`config.mk`:
```
export PLATFORM = sky130hd
export DESIGN_NAME = fifo_flags_flat
export DESIGN_NICKNAME = d
export VERILOG_FILES = /design/src/rtl/fifo_flags_if.sv /design/src/rtl/fifo_flags.sv /design/src/flat_wrapper.sv
export SDC_FILE = /design/constraint.sdc
export NUM_CORES = 1
export LEC_CHECK = 0
export CORE_MARGIN = 5
export CORE_UTILIZATION = 45
export DETAILED_ROUTE_END_ITERATION = 12
export GPL_ROUTABILITY_DRIVEN = 0
export GPL_TIMING_DRIVEN = 1
export PLACE_DENSITY = 0.65
export SETUP_SLACK_MARGIN = 0.1
export SLEW_MARGIN = 10
export SYNTH_ARGS = -nofsm -noshare
export SYNTH_HDL_FRONTEND = slang
export SYNTH_SLANG_ARGS = --single-unit
```
`constraint.sdc`:
```
create_clock -name clk -period 2.9 [get_ports clk]
set_clock_uncertainty 0.05 [all_clocks]
set_input_delay 0.29 -clock clk [delete_from_list [all_inputs] [get_ports clk]]
set_output_delay 0.29 -clock clk [all_outputs]
set_load 0.02 [all_outputs]
```
`src/rtl/fifo_flags_if.sv`:
```
// Producer/consumer bundle for fifo_flags: request/data inputs and status/data outputs.
// Handshake: wr/w_data and rd are sampled on the rising edge. A write is taken when
// wr && (!full || rd taken), and a read is taken when rd && !empty. Rejected requests
// only raise the sticky overflow/underflow flags, and all status outputs are registered.
interface fifo_flags_if #(
  parameter int B = 8,
  parameter int W = 3
);
  logic         clr;
  logic         wr;
  logic [B-1:0] w_data;
  logic         rd;
  logic [B-1:0] r_data;
  logic         full;
  logic         empty;
  logic         almost_full;
  logic         almost_empty;
  logic [W:0]   count;
  logic         overflow;
  logic         underflow;

  modport master (
    output clr, wr, w_data, rd,
    input  r_data, full, empty, almost_full, almost_empty, count, overflow, underflow
  );

  modport slave (
    input  clr, wr, w_data, rd,
    output r_data, full, empty, almost_full, almost_empty, count, overflow, underflow
  );
endinterface

```
`src/rtl/fifo_flags.sv`:
```
// Synchronous FIFO with programmable almost-full/almost-empty thresholds, an occupancy count,
// sticky error flags, a synchronous clear and a choice of FWFT or registered read data.
module fifo_flags #(
  parameter int B        = 8,
  parameter int W        = 3,
  parameter int AF_LEVEL = 6,
  parameter int AE_LEVEL = 2,
  parameter bit FWFT     = 1'b1
) (
  input  logic       clk,
  input  logic       reset,
  fifo_flags_if.slave f
);
  localparam int         DEPTH  = 2 ** W;
  localparam logic [W:0] FULL_C = {1'b1, {W{1'b0}}};
  localparam logic [W:0] AF_C   = (W+1)'(AF_LEVEL);
  localparam logic [W:0] AE_C   = (W+1)'(AE_LEVEL);

  logic [B-1:0] mem_q [DEPTH];
  logic [W-1:0] w_ptr_q, w_ptr_d;
  logic [W-1:0] r_ptr_q, r_ptr_d;
  logic [W:0]   count_q, count_d;
  logic         ovf_q, ovf_d;
  logic         udf_q, udf_d;
  logic         rd_ok, wr_ok;

  // A pop in the same cycle frees a slot, so a full FIFO can still accept a write.
  assign rd_ok = f.rd && (count_q != '0);
  assign wr_ok = f.wr && ((count_q != FULL_C) || rd_ok);

  always_comb begin
    w_ptr_d = w_ptr_q;
    r_ptr_d = r_ptr_q;
    count_d = count_q;
    ovf_d   = ovf_q;
    udf_d   = udf_q;
    if (f.clr) begin
      w_ptr_d = '0;
      r_ptr_d = '0;
      count_d = '0;
      ovf_d   = 1'b0;
      udf_d   = 1'b0;
    end else begin
      if (wr_ok) w_ptr_d = w_ptr_q + 1'b1;
      if (rd_ok) r_ptr_d = r_ptr_q + 1'b1;
      if (wr_ok && !rd_ok)      count_d = count_q + 1'b1;
      else if (!wr_ok && rd_ok) count_d = count_q - 1'b1;
      if (f.wr && !wr_ok) ovf_d = 1'b1;
      if (f.rd && !rd_ok) udf_d = 1'b1;
    end
  end

  always_ff @(posedge clk or posedge reset) begin
    if (reset) begin
      w_ptr_q <= '0;
      r_ptr_q <= '0;
      count_q <= '0;
      ovf_q   <= 1'b0;
      udf_q   <= 1'b0;
    end else begin
      w_ptr_q <= w_ptr_d;
      r_ptr_q <= r_ptr_d;
      count_q <= count_d;
      ovf_q   <= ovf_d;
      udf_q   <= udf_d;
    end
  end

  // Storage is deliberately left unreset; occupancy alone defines what is valid.
  always_ff @(posedge clk) begin
    if (wr_ok && !f.clr) mem_q[w_ptr_q] <= f.w_data;
  end

  generate
    if (FWFT) begin : g_fwft
      assign f.r_data = mem_q[r_ptr_q];
    end else begin : g_reg
      logic [B-1:0] r_data_q;
      always_ff @(posedge clk or posedge reset) begin
        if (reset)               r_data_q <= '0;
        else if (rd_ok && !f.clr) r_data_q <= mem_q[r_ptr_q];
      end
      assign f.r_data = r_data_q;
    end
  endgenerate

  assign f.count        = count_q;
  assign f.full         = (count_q == FULL_C);
  assign f.empty        = (count_q == '0);
  assign f.almost_full  = (count_q >= AF_C);
  assign f.almost_empty = (count_q <= AE_C);
  assign f.overflow     = ovf_q;
  assign f.underflow    = udf_q;
endmodule

```
`src/flat_wrapper.sv`:
```
// flat-port wrapper written by rule: the top's interface ports become plain ports
module fifo_flags_flat 
#(
  parameter int B        = 8,
  parameter int W        = 3,
  parameter int AF_LEVEL = 6,
  parameter int AE_LEVEL = 2,
  parameter bit FWFT     = 1'b1
)
  (clk, reset, f_clr, f_wr, f_w_data, f_rd, f_r_data, f_full, f_empty, f_almost_full, f_almost_empty, f_count, f_overflow, f_underflow);
  fifo_flags_if #(.B(B), .W(W)) f_i ();
  input  logic clk;
  input  logic reset;
  input wire logic [$bits(f_i.clr)-1:0] f_clr;
  input wire logic [$bits(f_i.wr)-1:0] f_wr;
  input wire logic [$bits(f_i.w_data)-1:0] f_w_data;
  input wire logic [$bits(f_i.rd)-1:0] f_rd;
  output wire logic [$bits(f_i.r_data)-1:0] f_r_data;
  output wire logic [$bits(f_i.full)-1:0] f_full;
  output wire logic [$bits(f_i.empty)-1:0] f_empty;
  output wire logic [$bits(f_i.almost_full)-1:0] f_almost_full;
  output wire logic [$bits(f_i.almost_empty)-1:0] f_almost_empty;
  output wire logic [$bits(f_i.count)-1:0] f_count;
  output wire logic [$bits(f_i.overflow)-1:0] f_overflow;
  output wire logic [$bits(f_i.underflow)-1:0] f_underflow;
  assign f_i.clr = f_clr;
  assign f_i.wr = f_wr;
  assign f_i.w_data = f_w_data;
  assign f_i.rd = f_rd;
  assign f_r_data = f_i.r_data;
  assign f_full = f_i.full;
  assign f_empty = f_i.empty;
  assign f_almost_full = f_i.almost_full;
  assign f_almost_empty = f_i.almost_empty;
  assign f_count = f_i.count;
  assign f_overflow = f_i.overflow;
  assign f_underflow = f_i.underflow;
  fifo_flags #(.B(B), .W(W), .AF_LEVEL(AF_LEVEL), .AE_LEVEL(AE_LEVEL), .FWFT(FWFT)) u_core (.clk(clk), .reset(reset), .f(f_i));
endmodule
```
==> impl_metrics.prom, run 1 <==
# TYPE chip_impl_metric gauge
chip_impl_metric{name="hold_buf_count_cts",unit=""} 0
chip_impl_metric{name="htreeDepth",unit=""} 3
chip_impl_metric{name="yosysWarnings",unit=""} 0
chip_impl_metric{name="final_layout_size_suffix_gt1_share",unit="%"} 27.6
chip_impl_info{name="main_combinational_cell_family_by_area_after_synthesis",value="multiplexers"} 1
chip_impl_metric{name="drv.max_cap_violation_count",unit=""} 0
chip_impl_metric{name="clock_path_buffers",unit=""} 2
chip_impl_metric{name="drt_pass1_iterations",unit=""} 5
chip_impl_metric{name="synth_mux_area_share",unit="%"} 14.3
chip_impl_info{name="post-synth-top-count-cell",value="sky130_fd_sc_hd__edfxtp_1"} 1
chip_impl_metric{name="avgViaCountPerCell",unit=""} 5.17
chip_impl_metric{name="detailedPlace.worstSlack",unit="ns"} 0.473
chip_impl_metric{name="cts.sinks",unit=""} 76
chip_impl_metric{name="worst_skew_pair.late_latency",unit="ns"} 0.33
chip_impl_info{name="tritoncts",value="built"} 1
chip_impl_metric{name="io-pin-count",unit=""} 31
chip_impl_info{name="yosysTopAreaCell",value="sky130_fd_sc_hd__edfxtp_1"} 1
chip_impl_metric{name="worstPathRequired",unit="ns"} 2.56
chip_impl_metric{name="grt_pass1_wl",unit="um"} 9270
chip_impl_metric{name="transition_time_at_the_pin_with_the_least_slew_margin",unit="ns"} 0.493
chip_impl_metric{name="vias",unit=""} 1748
chip_impl_metric{name="number_of_enable_flip_flop_cells_after_synthesis",unit=""} 64
chip_impl_metric{name="numPortBuffers",unit=""} 30
chip_impl_metric{name="area_fraction_in_and_or_nand_and_nor_cells_after_synthesis",unit="%"} 5.64
chip_impl_info{name="yosys_most_used_dff",value="sky130_fd_sc_hd__edfxtp_1"} 1
chip_impl_info{name="critPathLaunchType",value="flop"} 1
chip_impl_metric{name="ff2ff_path_depth",unit=""} 7
chip_impl_metric{name="worst_slack",unit="ns"} 0.298
chip_impl_metric{name="synthCells",unit=""} 189
chip_impl_metric{name="antenna_left",unit=""} 0
chip_impl_metric{name="synth.ff_latch_count",unit=""} 76
chip_impl_metric{name="maxSlewHeadroom",unit="%"} 67.0
chip_impl_metric{name="totalNegativeSetupSlack",unit="ns"} 0
chip_impl_info{name="run_status",value="complete, no violations"} 1
chip_impl_metric{name="finalWorstPathRequiredPeriod",unit="ns"} 2.60
chip_impl_metric{name="post-route-period-util",unit="%"} 89.7
chip_impl_metric{name="yosysUniqueCellTypes",unit=""} 42
chip_impl_metric{name="leakagePower",unit="nW"} 1.38
chip_impl_info{name="cts_root_buffer",value="sky130_fd_sc_hd__clkbuf_8"} 1
chip_impl_metric{name="drt_wl_total",unit="um"} 5730
chip_impl_metric{name="rows",unit=""} 31
chip_impl_metric{name="vdd.ir_drop.worst",unit="uV"} 395
chip_impl_metric{name="synth_compound_area_share",unit="%"} 4.91
chip_impl_metric{name="finalNetCount",unit=""} 252
chip_impl_metric{name="maxClockFrequency",unit="MHz"} 384
chip_impl_metric{name="post-cts-setup-buffer-count",unit=""} 0
chip_impl_metric{name="place_hpwl",unit="um"} 3950
chip_impl_metric{name="syn-mean-instance-area",unit="um2"} 17.4
chip_impl_info{name="worst_hold_path_type",value="in2async"} 1
chip_impl_metric{name="cts-resized-gates",unit=""} 0
chip_impl_metric{name="die_height",unit="um"} 95.5
chip_impl_metric{name="async_flop_share",unit="%"} 15.8
chip_impl_metric{name="vias_in_the_first_global_route",unit=""} 1796
chip_impl_metric{name="synth_xor_xnor_area_share",unit="%"} 1.60
chip_impl_metric{name="grt_max_degree",unit=""} 19
chip_impl_metric{name="die-width",unit="um"} 95.5
chip_impl_metric{name="detailedRoute.firstIterationViolations",unit=""} 63
chip_impl_info{name="startpoint",value="u_core.r_ptr_q[0]"} 1
chip_impl_metric{name="initial_utilization",unit="%"} 45.8
chip_impl_metric{name="syn_to_final_growth",unit="%"} 20.4
chip_impl_metric{name="setup_violations",unit=""} 0
chip_impl_metric{name="synthesis.nets",unit=""} 207
chip_impl_metric{name="antenna-diode-count",unit=""} 0
chip_impl_metric{name="hold_viol_final",unit=""} 0
chip_impl_metric{name="worst_ep_arrival_time",unit="ns"} 2.26
chip_impl_metric{name="globalRouteOverflowTotal",unit=""} 0
chip_impl_metric{name="portion_of_the_post_synthesis_area_used_by_sequential_elements",unit="%"} 67.6
chip_impl_info{name="critPathCaptureType",value="output pin"} 1
chip_impl_info{name="unrepaired_setup_endpoints_after_global_routing",value="no"} 1
chip_impl_metric{name="timing.critical_path.fanout_max",unit=""} 18
chip_impl_metric{name="synth.cell_area",unit="mm2"} 0.00329
chip_impl_info{name="yosys-top-cells-count",value="sky130_fd_sc_hd__edfxtp_1 (64), sky130_fd_sc_hd__nor2_1 (19), sky130_fd_sc_hd__mux4_2 (16), sky130_fd_sc_hd__dfrtp_1 (12), sky130_fd_sc_hd__mux2_2 (8)"} 1
chip_impl_metric{name="power_per_cell_area",unit="mW/mm2"} 826
chip_impl_metric{name="cts.reportedPaths.clkPinSlew",unit="ns"} 0.07
chip_impl_metric{name="avgRoutedWirePerCell",unit="um"} 16.9
chip_impl_metric{name="core",unit="mm2"} 0.00718
chip_impl_metric{name="cts_inserted_buffers",unit=""} 9
chip_impl_metric{name="grtUsageTotal",unit="%"} 14.1
chip_impl_metric{name="synthDominantCellAreaShare",unit="%"} 58.5
chip_impl_metric{name="drcViolationCount",unit=""} 0
chip_impl_info{name="crit-reg2reg-launch",value="u_core.f.count[3]"} 1
chip_impl_metric{name="grt_antenna_before_repair",unit=""} 0
chip_impl_metric{name="synth_adder_area_share",unit="%"} 2.13
chip_impl_metric{name="report.final.slew_viol_count",unit=""} 0
chip_impl_info{name="synth.top_cells.by_area",value="sky130_fd_sc_hd__edfxtp_1 (58%), sky130_fd_sc_hd__mux4_2 (11%), sky130_fd_sc_hd__dfrtp_1 (9.1%)"} 1
chip_impl_info{name="worstSetupPathType",value="reg2out"} 1
chip_impl_metric{name="floorplan.die_area",unit="mm2"} 0.00911
-- cells by family after synthesis --
| logic type | Yosys count |
|---|---|
| flops | 76 |
| buf+inv | 18 |
| mux | 26 |
| xor+xnor | 6 |
| simple gates | 38 |
| fa+ha+maj | 5 |
| compound gates | 20 |
-- flip-flops by register name (all words and copies together) (netlist names) --
register            cells
u_core.f.count          4
u_core.f.overflow       1
u_core.f.underflow      1
u_core.mem_q           64
u_core.r_ptr_q          3
u_core.w_ptr_q          3
-- area by class of cell --
type                            count  area [um2]
Inverter                            5        18.8
Multi-Input combinational cell     95         952
Tap cell                           99         124
Timing Repair Buffer               47         440
Sequential cell                    76        2220
Fill cell                         579        3220
Clock inverter                      7        76.3
Clock buffer                        9         124
-- worst paths after layout --
check	end	slack [ns]
worst max register to register	u_core.f.count[3]	0.58
max in group asynchronous	u_core.w_ptr_q[2]	2.26
worst min-delay path	u_core.f.count[0]	0.22
worst min register to register	u_core.f.overflow	0.46
worst max-delay path	f_r_data[5]	0.30
min in group clk	u_core.f.overflow	0.46
-- metrics by stage --
| stage | util, % | power (mW) | hold WS, ns | cell area [um2] | std cells |
|---|---|---|---|---|---|
| 2_1_floorplan | - | 2.16 | 0.105 | 3290 | 189 |
| 3_3_place_gp | 52.4 | 2.51 | 0.450 | 3760 | 322 |
| 3_5_place_dp | 52.4 | 2.53 | 0.445 | 3760 | 322 |
| 4_1_cts | 55.2 | 3.32 | 0.244 | 3960 | 338 |
| 5_1_grt | 55.2 | 3.46 | 0.289 | 3960 | 338 |
| 6_report | 55.2 | 3.27 | 0.224 | 3960 | 338 |
-- critical path: stages, from the launching register on --
cell                              delay, ns
sky130_fd_sc_hd__dfrtp_1               0.38
sky130_fd_sc_hd__buf_12                0.20
sky130_fd_sc_hd__mux4_2                0.52
sky130_fd_sc_hd__mux2_2                0.29
sky130_fd_sc_hd__clkdlybuf4s50_1       0.54
-- where the power goes --
group	leakage, nW	switching, mW	internal [mW]
clock	0.0910	0.386	0.401
combinational	0.546	0.534	0.601
sequential	0.739	0.0978	1.25
-- placed cells by master (no fill, tap or decap), drive strengths merged, types with 3 or more instances in the layout --
cell / instances
mux2: 8
nor2: 19
o211ai: 3
a21oi: 5
inv: 6
clkbuf: 9
xnor2: 3
nand2: 4
o21ai: 3
ha: 4
xor2: 3
edfxtp: 64
clkinvlp: 3
a211oi: 4
dfrtp: 12
nor3: 4
mux4: 16
clkdlybuf4s50: 30
buf: 17
-- layer usage --
layer	part of all wire, %	track usage (%)	routed length (um)	vias to the layer above
met4	1.4	6.04	82	0
met3	3.0	3.16	172	7
met2	50	22.6	2840	32
met1	46	18.4	2630	890
li1	-	-	-	819
met5	0	0	0	-
Power figures use the tool's default switching activity.
==> inputs of run 2 (changes only) <==
PLACE_DENSITY = 0.68   (was 0.65)
clock period = 2.2 ns   (was 2.9 ns; I/O delays follow)
==> impl_metrics.prom, run 2 (synthesis results as in run 1) <==
# TYPE chip_impl_metric gauge
chip_impl_info{name="run_status",value="complete, no violations"} 1
chip_impl_metric{name="hold_viol_final",unit=""} 0
chip_impl_metric{name="grt_pass1_wl",unit="um"} 9980
chip_impl_metric{name="finalNetCount",unit=""} 268
chip_impl_info{name="critPathLaunchType",value="flop"} 1
chip_impl_metric{name="setup_violations",unit=""} 0
chip_impl_metric{name="grtUsageTotal",unit="%"} 15.0
chip_impl_metric{name="fillerInstances",unit=""} 544
chip_impl_metric{name="grt_max_degree",unit=""} 19
chip_impl_metric{name="die-width",unit="um"} 95.5
chip_impl_metric{name="io-pin-count",unit=""} 31
chip_impl_info{name="register_containing_the_most_flip_flops_in_the_final_layout",value="u_core.mem_q"} 1
chip_impl_metric{name="maxClockFrequency",unit="MHz"} 456
chip_impl_metric{name="finalHoldWorstSlack",unit="ns"} 0.148
chip_impl_metric{name="worst_ep_arrival_time",unit="ns"} 1.92
chip_impl_metric{name="worst-path-buf-inv",unit=""} 3
chip_impl_metric{name="worst_slack",unit="ns"} 0.00503
chip_impl_metric{name="grt_antenna_before_repair",unit=""} 0
chip_impl_metric{name="switching_power",unit="mW"} 1.56
chip_impl_metric{name="leakagePower",unit="nW"} 1.52
chip_impl_metric{name="vdd.ir_drop.worst",unit="uV"} 401
chip_impl_metric{name="transition_time_at_the_pin_with_the_least_slew_margin",unit="ns"} 0.548
chip_impl_metric{name="worstPathRequired",unit="ns"} 1.93
chip_impl_metric{name="worst_skew_pair.late_latency",unit="ns"} 0.34
chip_impl_metric{name="drt_wl_total",unit="um"} 6390
chip_impl_metric{name="drcViolationCount",unit=""} 0
chip_impl_metric{name="cts.reportedPaths.clkPinSlew",unit="ns"} 0.08
chip_impl_metric{name="max_stage_delay",unit="ns"} 0.49
chip_impl_metric{name="rows",unit=""} 31
chip_impl_metric{name="timing.critical_path.fanout_max",unit=""} 4
chip_impl_metric{name="power_per_cell_area",unit="mW/mm2"} 1130
chip_impl_info{name="top_layer",value="met4"} 1
chip_impl_metric{name="detailroute.wirelength.met2",unit="um"} 3130
chip_impl_metric{name="totalNegativeSetupSlack",unit="ns"} 0
chip_impl_metric{name="vias",unit=""} 1821
chip_impl_metric{name="final_layout_size_suffix_gt1_share",unit="%"} 43.9
chip_impl_metric{name="antenna-diode-count",unit=""} 0
chip_impl_metric{name="detailedRoute.firstIterationViolations",unit=""} 101
chip_impl_metric{name="p_sw_share",unit="%"} 32.7
chip_impl_info{name="tritoncts",value="built"} 1
chip_impl_info{name="unrepaired_setup_endpoints_after_global_routing",value="yes"} 1
chip_impl_metric{name="htreeDepth",unit=""} 3
chip_impl_metric{name="avgRoutedWirePerCell",unit="um"} 18.1
chip_impl_info{name="layout_common_cells",value="sky130_fd_sc_hd__edfxtp_1 (64), sky130_fd_sc_hd__buf_4 (28), sky130_fd_sc_hd__clkdlybuf4s50_1 (19)"} 1
chip_impl_metric{name="cts.sinks",unit=""} 76
chip_impl_metric{name="report.final.slew_viol_count",unit=""} 0
chip_impl_metric{name="p_clk_share",unit="%"} 20.2
chip_impl_metric{name="numPortBuffers",unit=""} 30
chip_impl_metric{name="place_hpwl",unit="um"} 3960
chip_impl_info{name="cells_traversed_along_the_worst_timing_path",value="buf_12 -> clkbuf_16 -> mux4_2 -> mux2_4 -> buf_6"} 1
chip_impl_metric{name="internal_power",unit="mW"} 3.21
chip_impl_info{name="cts_root_buffer",value="sky130_fd_sc_hd__clkbuf_8"} 1
chip_impl_metric{name="maxSlewHeadroom",unit="%"} 63.4
chip_impl_info{name="family_of_cells_with_the_greatest_summed_delay_on_the_critical_path",value="multiplexers"} 1
chip_impl_metric{name="post-route-period-util",unit="%"} 99.8
chip_impl_metric{name="dr_wl_met3",unit="um"} 253
chip_impl_metric{name="hold_buf_count_cts",unit=""} 0
chip_impl_metric{name="antenna_left",unit=""} 0
chip_impl_metric{name="globalRouteOverflowTotal",unit=""} 0
chip_impl_metric{name="max_ffs_per_register",unit=""} 64
chip_impl_metric{name="drt_pass1_iterations",unit=""} 4
chip_impl_metric{name="drv.max_cap_violation_count",unit=""} 0
chip_impl_metric{name="cts_inserted_buffers",unit=""} 9
chip_impl_metric{name="core",unit="mm2"} 0.00718
chip_impl_info{name="most_common_library_cell_in_the_layout_ignoring_fill_and_taps",value="sky130_fd_sc_hd__edfxtp_1"} 1
chip_impl_metric{name="power.total",unit="mW"} 4.77
chip_impl_metric{name="power.share.sequential",unit="%"} 35.7
chip_impl_metric{name="share_comb_of_total_power",unit="%"} 44.2
chip_impl_metric{name="clock_path_buffers",unit=""} 2
chip_impl_metric{name="vias_in_the_first_global_route",unit=""} 1896
chip_impl_metric{name="detail_route.wirelength.met1",unit="um"} 2970
chip_impl_info{name="worstSetupPathType",value="reg2out"} 1
chip_impl_info{name="worst_hold_path_type",value="in2async"} 1
chip_impl_metric{name="avgViaCountPerCell",unit=""} 5.14
chip_impl_metric{name="finalWorstPathRequiredPeriod",unit="ns"} 2.19
chip_impl_metric{name="die_height",unit="um"} 95.5
chip_impl_metric{name="detailedPlace.worstSlack",unit="ns"} -0.0937
chip_impl_metric{name="syn_to_final_growth",unit="%"} 29.1
chip_impl_metric{name="floorplan.die_area",unit="mm2"} 0.00911
chip_impl_info{name="timing.critical_path.slowest_stage_cell",value="sky130_fd_sc_hd__mux4_2"} 1
chip_impl_metric{name="initial_utilization",unit="%"} 45.8
chip_impl_info{name="critPathCaptureType",value="output pin"} 1
run 2: path summary, 6_finish.rpt:
path / from / end / slack, ns / depth (start not counted)
setup / recovery: u_core.r_ptr_q[0] / f_r_data[1] / 0.005 / 5
hold / removal: reset / u_core.f.overflow / 0.15 / 2
setup reg to reg: u_core.f.count[1] / u_core.f.count[3] / 0.13 / 8
hold reg to reg: u_core.f.overflow / u_core.f.overflow / 0.46 / 2
max in group asynchronous: reset / u_core.f.count[0] / 1.58 / 2
min in group clk: u_core.f.overflow / u_core.f.overflow / 0.46 / 2
run 2: stage by stage:
step,std cells,cell area (um2),util [%]
after floorplan,189,3340,-
after global placement,331,3860,53.8
after detailed placement,331,3860,53.8
after CTS,352,4140,57.7
after global routing,354,4240,59.1
final,354,4240,59.1
run 2: worst register-to-register path: cells and delay by family (launching register included):
| kind | cells | cell delay [ns] |
|---|---|---|
| compound gates | 1 | 0.14 |
| fa+ha+maj | 1 | 0.19 |
| flops | 1 | 0.41 |
| simple gates | 5 | 1.08 |
| buf+inv | 1 | 0.13 |
run 2: timing repair:
action	in CTS	in global routing
resized for setup	63	16
gates cloned	1	1
buffers inserted	4	1
pin swaps	4	6
endpoints found under the setup margin	11	36
hold endpoints to repair	0	0
run 2: power groups by stage:
stage	clock network, mW	registers, mW	logic (mW)
finish	0.963	1.70	2.11
global route	1.05	1.71	2.28
CTS	0.988	1.70	1.94
detailed placement	0	1.72	1.79
global placement	0	1.72	1.77
floorplan	0	1.79	1.11
run 2: area by class of cell:
| type | count | area (um2) | share of cell area [%] |
|---|---|---|---|
| clock inverter | 7 | 61.3 | 1.45 |
| tap | 99 | 124 | 2.92 |
| multi-input combinational | 95 | 1060 | 25.0 |
| timing repair buffer | 63 | 626 | 14.7 |
| sequential | 76 | 2230 | 52.5 |
| inverter | 5 | 18.8 | 0.442 |
| clock buffer | 9 | 124 | 2.92 |
run 2: metal layers:
layer	vias to the layer above	global-route usage, %
met3	7	2.53
met5	-	0
met4	0	6.04
li1	850	-
met1	917	21.0
met2	47	23.6
